<file path="src/rtl/bcd2bin_seq_pkg.sv">
// ---------------------------------------------------------------------------
// bcd2bin_pkg
// Shared definitions for the sequential BCD-to-binary converter:
//   - state_t    : converter FSM states (IDLE, CONV)
//   - DIGIT_W    : width of one packed BCD digit
//   - MAX_DIGIT  : largest legal BCD digit value
//   - clog2_dec  : minimum binary width able to hold any DIGITS-digit decimal
// Optional feature macro used by the files importing this package:
//   BCD2BIN_ERR_EN (invalid-digit error flag)
// ---------------------------------------------------------------------------
package bcd2bin_pkg;

    typedef enum logic {
        IDLE = 1'b0,
        CONV = 1'b1
    } state_t;

    localparam int         DIGIT_W   = 4;
    localparam logic [3:0] MAX_DIGIT = 4'd9;

    // Smallest w such that 2**w >= 10**digits, i.e. enough bits for 0..10**digits-1.
    function automatic int clog2_dec(input int digits);
        longint unsigned p;
        int              w;
        p = 64'd1;
        for (int i = 0; i < digits; i++) begin
            p = p * 64'd10;
        end
        w = 0;
        for (int k = 0; k < 64; k++) begin
            if ((64'd1 << k) < p) begin
                w = k + 1;
            end
        end
        return w;
    endfunction

endpackage

</file>
<file path="src/rtl/bcd2bin_seq_if.sv">
// ---------------------------------------------------------------------------
// bcd2bin_seq_if
// Request/result bundle of the BCD-to-binary converter.
//   start : request a conversion (master -> slave)
//   bcd   : packed BCD word, digit i at [4i+3:4i], MSD on top (master -> slave)
//   busy  : conversion in progress (slave -> master)
//   done  : one-cycle pulse, bin/err valid (slave -> master)
//   bin   : binary result, held until the next done (slave -> master)
//   err   : some digit > 9 in the converted word; only with BCD2BIN_ERR_EN
// ---------------------------------------------------------------------------
interface bcd2bin_seq_if #(
    parameter int DIGITS = 3,
    parameter int WIDTH  = 10
);
    logic                  start;
    logic [4*DIGITS-1:0]   bcd;
    logic                  busy;
    logic                  done;
    logic [WIDTH-1:0]      bin;
`ifdef BCD2BIN_ERR_EN
    logic                  err;
`endif

    modport master (
        output start,
        output bcd,
        input  busy,
        input  done,
`ifdef BCD2BIN_ERR_EN
        input  err,
`endif
        input  bin
    );

    modport slave (
        input  start,
        input  bcd,
        output busy,
        output done,
`ifdef BCD2BIN_ERR_EN
        output err,
`endif
        output bin
    );

endinterface

</file>
<file path="src/rtl/bcd2bin_seq_mul10_add.sv">
// ---------------------------------------------------------------------------
// mul10_add
// Combinational accumulate step: sum_o = acc_i*10 + d_i, truncated to WIDTH.
//   acc_i : running binary accumulator
//   d_i   : next BCD digit (raw value, 10..15 are not filtered)
//   sum_o : updated accumulator
// ---------------------------------------------------------------------------
module mul10_add #(
    parameter int WIDTH = 10
) (
    input  logic [WIDTH-1:0] acc_i,
    input  logic [3:0]       d_i,
    output logic [WIDTH-1:0] sum_o
);

    // x*10 as x*8 + x*2 keeps this a pair of adders instead of a multiplier.
    assign sum_o = (acc_i << 3) + (acc_i << 1) + {{(WIDTH-4){1'b0}}, d_i};

endmodule

</file>
<file path="src/rtl/bcd2bin_seq.sv">
// ---------------------------------------------------------------------------
// bcd2bin_seq
// Sequential BCD-to-binary converter, one digit per clock, MSD first
// (acc = acc*10 + digit). Result valid DIGITS edges after the start edge.
//   clk : system clock, rising edge
//   rst : asynchronous active-low reset
//   bus : bcd2bin_seq_if.slave (start, bcd in; busy, done, bin [, err] out)
// Optional feature macro: BCD2BIN_ERR_EN adds a sticky invalid-digit flag
// reported on err together with bin.
// ---------------------------------------------------------------------------
module bcd2bin_seq
    import bcd2bin_pkg::*;
#(
    parameter int DIGITS = 3,
    parameter int WIDTH  = 10
) (
    input  logic            clk,
    input  logic            rst,
    bcd2bin_seq_if.slave    bus
);

    localparam int CNT_W = (DIGITS > 1) ? $clog2(DIGITS) : 1;
    localparam int SR_W  = DIGIT_W * DIGITS;

    generate
        if (WIDTH < clog2_dec(DIGITS)) begin : g_width_chk
            $error("bcd2bin_seq: WIDTH too small to hold DIGITS decimal digits");
        end
    endgenerate

    state_t              state_q;
    logic [SR_W-1:0]     shreg_q;
    logic [WIDTH-1:0]    acc_q;
    logic [WIDTH-1:0]    acc_d;
    logic [CNT_W-1:0]    cnt_q;
    logic [WIDTH-1:0]    bin_q;
    logic                done_q;
    logic                busy_q;
    logic [DIGIT_W-1:0]  digit;

    // Digits are consumed from the top of the shift register.
    assign digit = shreg_q[SR_W-1 -: DIGIT_W];

    mul10_add #(
        .WIDTH (WIDTH)
    ) u_mul10_add (
        .acc_i (acc_q),
        .d_i   (digit),
        .sum_o (acc_d)
    );

`ifdef BCD2BIN_ERR_EN
    logic err_q;
    logic err_sticky_q;
    logic digit_bad;

    assign digit_bad = (digit > MAX_DIGIT);
    assign bus.err   = err_q;
`endif

    always_ff @(posedge clk or negedge rst) begin
        if (!rst) begin
            state_q <= IDLE;
            shreg_q <= '0;
            acc_q   <= '0;
            cnt_q   <= '0;
            bin_q   <= '0;
            done_q  <= 1'b0;
            busy_q  <= 1'b0;
`ifdef BCD2BIN_ERR_EN
            err_q        <= 1'b0;
            err_sticky_q <= 1'b0;
`endif
        end else begin
            done_q <= 1'b0;
            case (state_q)
                IDLE: begin
                    if (bus.start) begin
                        shreg_q <= bus.bcd;
                        acc_q   <= '0;
                        cnt_q   <= CNT_W'(DIGITS - 1);
                        busy_q  <= 1'b1;
                        state_q <= CONV;
`ifdef BCD2BIN_ERR_EN
                        err_sticky_q <= 1'b0;
`endif
                    end
                end
                CONV: begin
                    acc_q   <= acc_d;
                    shreg_q <= shreg_q << DIGIT_W;
                    cnt_q   <= cnt_q - 1'b1;
`ifdef BCD2BIN_ERR_EN
                    if (digit_bad) begin
                        err_sticky_q <= 1'b1;
                    end
`endif
                    if (cnt_q == '0) begin
                        // Last digit: publish the freshly accumulated value.
                        bin_q   <= acc_d;
                        done_q  <= 1'b1;
                        busy_q  <= 1'b0;
                        state_q <= IDLE;
`ifdef BCD2BIN_ERR_EN
                        err_q <= err_sticky_q | digit_bad;
`endif
                    end
                end
                default: begin
                    state_q <= IDLE;
                end
            endcase
        end
    end

    assign bus.busy = busy_q;
    assign bus.done = done_q;
    assign bus.bin  = bin_q;

endmodule

</file>
<file path="src/flat_wrapper.sv">
// flat-port wrapper written by rule: the top's interface ports become plain ports
module bcd2bin_seq_flat import bcd2bin_pkg::*;
#(
    parameter int DIGITS = 3,
    parameter int WIDTH  = 10
)
  (clk, rst, bus_start, bus_bcd, bus_busy, bus_done, bus_bin);
  bcd2bin_seq_if #(.DIGITS(DIGITS), .WIDTH(WIDTH)) bus_i ();
  input  logic clk;
  input  logic rst;
  input wire logic [$bits(bus_i.start)-1:0] bus_start;
  input wire logic [$bits(bus_i.bcd)-1:0] bus_bcd;
  output wire logic [$bits(bus_i.busy)-1:0] bus_busy;
  output wire logic [$bits(bus_i.done)-1:0] bus_done;
  output wire logic [$bits(bus_i.bin)-1:0] bus_bin;
  assign bus_i.start = bus_start;
  assign bus_i.bcd = bus_bcd;
  assign bus_busy = bus_i.busy;
  assign bus_done = bus_i.done;
  assign bus_bin = bus_i.bin;
  bcd2bin_seq #(.DIGITS(DIGITS), .WIDTH(WIDTH)) u_core (.clk(clk), .rst(rst), .bus(bus_i));
endmodule
</file>
<file path="config.mk">
export PLATFORM = sky130hd
export DESIGN_NAME = bcd2bin_seq_flat
export DESIGN_NICKNAME = d
export VERILOG_FILES = /design/src/rtl/bcd2bin_seq_pkg.sv /design/src/rtl/bcd2bin_seq_if.sv /design/src/rtl/bcd2bin_seq_mul10_add.sv /design/src/rtl/bcd2bin_seq.sv /design/src/flat_wrapper.sv
export SDC_FILE = /design/constraint.sdc
export NUM_CORES = 1
export LEC_CHECK = 0
export CAP_MARGIN = 40
export CORE_ASPECT_RATIO = 1.1
export CORE_MARGIN = 1.5
export CORE_UTILIZATION = 45
export DETAILED_ROUTE_END_ITERATION = 6
export PLACE_DENSITY_LB_ADDON = 0.1
export SYNTH_ARGS = -nofsm -noshare
export SYNTH_HDL_FRONTEND = slang
export SYNTH_SLANG_ARGS = --single-unit
</file>
<file path="constraint.sdc">
create_clock -name clk -period 7.2 [get_ports clk]
set_clock_uncertainty 0.15 [all_clocks]
set_input_delay 1.44 -clock clk [delete_from_list [all_inputs] [get_ports clk]]
set_output_delay 1.44 -clock clk [all_outputs]
set_load 0.05 [all_outputs]
</file>
==> flow_results.org <==
** Global route
- The total overflow left after global routing is 0.
- Pin count of the biggest net entering global routing :: 37
- Across every metal layer, demand over resource in global routing totals 17.85%.
- The number of global-route vias before repair came to between 1000 and 1500.
- The first global-routing pass estimated 6072 µm of wire.
- The initial antenna violation count came to 0.

** Critical path
- STA classifies the critical path endpoint as an output pin.
- Critical path's top delay family :: buffers and inverters
- Worst-path cell with the longest stage delay :: clkdlybuf4s50_1
- Measured in cells, the most critical reg-to-reg path has a length of 8.
- The signal on the critical path passes through clkdlybuf4s50_1.
- On the worst path, the slowest cell contributes a delay of 0.81 ns.
- Together, buffers and inverters on the worst path number 1.
- Critical path start-end classification :: flop to output pin
- FF-to-FF setup slack :: 4.57 ns
- Nature of the critical path startpoint :: flop
- For the worst setup path, the data arrival time is 1.47 ns.
- Data required time at the worst endpoint :: 5.61 ns
- Cell count along the critical path :: 1
- Along the worst path, the maximum fanout reaches 3.

** Clocking
- Number of sinks on the clock net :: 36
- In this run the clock root is driven by a clkbuf_8.
- At the later pin of the worst-skew pair, clock insertion delay measures between 0.2 and 0.3 ns.
- TritonCTS built the clock tree.
- After clock tree synthesis, the clock-pin slew on the worst setup and hold paths is 0.07 ns.
- The clock passes through at most 2 buffers.
- CTS buffer count :: 5
- Maximum level of the CTS H-tree :: 2
- The number of gates resized after CTS was 0.
- Post CTS Setup Buffer Count :: 0
- After clock tree synthesis, the flow added hold-fix buffers numbering 0.

** Die
- Pin placement for this block handled 27 I/O pins.
- The initialized floorplan defines 24 standard-cell rows.
- Once the floorplan was initialized, standard cells occupied 46.75% of the core.
- The floorplan step defined a die boundary enclosing between 4000 and 5000 µm².
- Vertical die dimension :: 70.30 µm
- In this run the standard cell core region covers 3964 µm².
- The floorplan step set the die width to 64.19 µm.

** Routing
- WL/cell :: 14.27 µm
- Dividing the detail-routed via count by the number of cells gives 5.218.
- Number of search-and-repair iterations in the first detailed-routing pass :: 4
- Residual DRC :: 0
- The routed layout has 1315 vias.
- In this run the remaining antenna-violating nets after routing total 0.
- Number of DRC violations after detailed-routing iteration 0 :: 29
- The final layout contains routed wiring with a total length of 3596 µm.

** Timing
- The clock period could shrink to 3.060 ns.
- Setup repair after global routing left no endpoint under its margin.
- Fmax :: 326.8 MHz
- The number of hold violations in the final report is 0.
- Worst slew margin relative to its limit :: 46.29%
- In the finished design, the share of the clock period the worst path needs comes to a little over two fifths.
- Endpoints failing setup :: 0
- Worst-Margin Slew :: 0.8056 ns
- The final count of pins violating max slew is 0.
- In the final timing run, aggregate negative setup slack is 0 ns.

** Logic synthesis
- Synthesis produced a netlist whose cell count is approximately 170.
- Total nets after synthesis :: between 200 and 250
- Number of enable flip-flop cells after synthesis :: 0
- Proportion of register bits with asynchronous set or reset after synthesis :: 100.0%
- Synthesis inferred 36 register bits.
- Most used flip-flop cell after synthesis :: dfrtp_1
- Netlist cell types :: 31
- After synthesis, the mean cell area works out to 10.84 µm².
- Portion of the post-synthesis area used by sequential elements :: 48.62%
- The Yosys step of the flow raised 0 warnings.
- In this run the cell area of the synthesized design comes to 1853 µm².

** Power and ir drop
- Internal portion of total power :: 617.9 µW
- Combinational logic is responsible for ~55% of the overall power.
- Peak VDD IR :: 180.6 µV
- Switching Share :: 44.85%
- Leakage :: 0.001076 µW
- Of the total power, registers draw 31.7%.
- P_sw :: 502.6 µW
- Power per unit of standard cell area :: 498.1 nW/µm²
- Share of total power in the clock network :: 13.0%

** Worst hold path
- Hold Path Stages :: 2
- Path class of the lowest-slack min-delay path :: flop to flop

** Finish
- Non-filler instance count after layout :: 252
- Relative to the synthesized area, the layout overhead comes to 21.40%.
- Antenna diode count :: 0
- In the final design database the tool counted ~230 nets.
- The post-route netlist has 8.000% of its cells at a drive strength greater than 1.
- The library cell used most frequently in the layout, excluding fill and tap cells, is dfrtp_1.
- Top library cells by usage in the layout, fill and taps aside :: 36 x dfrtp_1, 25 x clkdlybuf4s50_1, 21 x nand2_1, 15 x ha_1

** Placed design
- The congestion estimate from routability-driven global placement came to 0.8067.
- Cell Count Post-Placement :: 243
- Port buffering added 26 buffers.
- Dpl hpwl :: 2643 µm

** Job
- Max-Cap Viols :: 0

** Run status
- Run status :: finished, final reports clean
[path summary, 6_finish.rpt]
path,to,start
hold / removal,u_core.bus.bin[9],u_core.bus.bin[9]
setup reg to reg,u_core.bus.bin[8],u_core.acc_q[2]
max in group asynchronous,u_core.shreg_q[8],rst
hold reg to reg,u_core.bus.bin[9],u_core.bus.bin[9]
min in group asynchronous,u_core.bus.bin[3],rst
setup / recovery,bus_busy,u_core.bus.busy
[kinds of logic (layout without fill, tap and decap cells)]
logic type	after synthesis	in the layout	synth area share (%)
fa+ha+maj	17	17	12.29
compound gates	37	37	12.76
buf+inv	19	48	4.794
mux	18	18	10.06
simple gates	39	39	9.116
flops	36	36	48.62
xor+xnor	5	5	2.364
[sequential cells by signal, summed over array words and instances (netlist names)]
register,count
u_core.bus.bin,10
u_core.bus.busy,1
u_core.cnt_q,2
u_core.shreg_q,12
u_core.bus.done,1
u_core.acc_q,9
u_core.state_q,1
[metal layers]
layer / global-route usage, % / share of wire, % / vias up
met5: 0 / 0 / -
met4: 7.801 / 1.9 / 0
met3: 5.797 / 3.3 / 5
met2: 31.25 / 51 / 24
met1: 19.51 / 44 / 626
li1: - / - / 660
[layout make-up]
cell class	instances	area [µm²]
repair buffers	28	285.3
multi-input cells	116	863.3
flip-flops and latches	36	900.9
fillers	365	1714
clock buffers	8	90.09
inverters	12	45.04
well taps	52	65.06
[synthesized netlist by cell type, drive strengths merged (2+ instances only)]
cell	instances	area, µm²
fa	2	40.04
o31ai	3	22.52
nor2	8	30.03
dfrtp	36	900.9
buf	4	32.53
o2111ai	2	17.52
nand3	4	20.02
o22ai	2	12.51
mux2	5	56.30
nand2	21	78.83
nor3	2	10.01
inv	11	41.29
clkbuf	3	11.26
a21oi	7	38.79
or4	3	22.52
ha	15	187.7
a22o	4	35.03
xnor2	2	17.52
xor2	3	26.28
mux2i	13	130.1
a21o	2	16.27
o21ai	13	65.06
[power by group through the flow]
stage                     clock (µW)  combinational, µW  sequential [µW]
after floorplan                    0                360              446
after global placement             0                588              365
after detailed placement           0                618              360
after CTS                        151                624              356
after global routing             159                682              366
final                            145                620              355
[per-stage QoR]
| stage | setup slack [ns] | util (%) | power (µW) | hold slack [ns] | cell area, µm² |
|---|---|---|---|---|---|
| 2_1_floorplan | 4.769 | - | 806.1 | 0.3023 | 1853 |
| 3_3_place_gp | 3.839 | 53.72 | 953.0 | 0.3106 | 2130 |
| 3_5_place_dp | 3.785 | 54.10 | 978.1 | 0.3194 | 2145 |
| 4_1_cts | 4.101 | 56.38 | 1131 | 0.3356 | 2235 |
| 5_1_grt | 4.079 | 56.76 | 1208 | 0.3544 | 2250 |
| 6_report | 4.140 | 56.76 | 1120 | 0.3263 | 2250 |
Power figures use the tool's default switching activity.
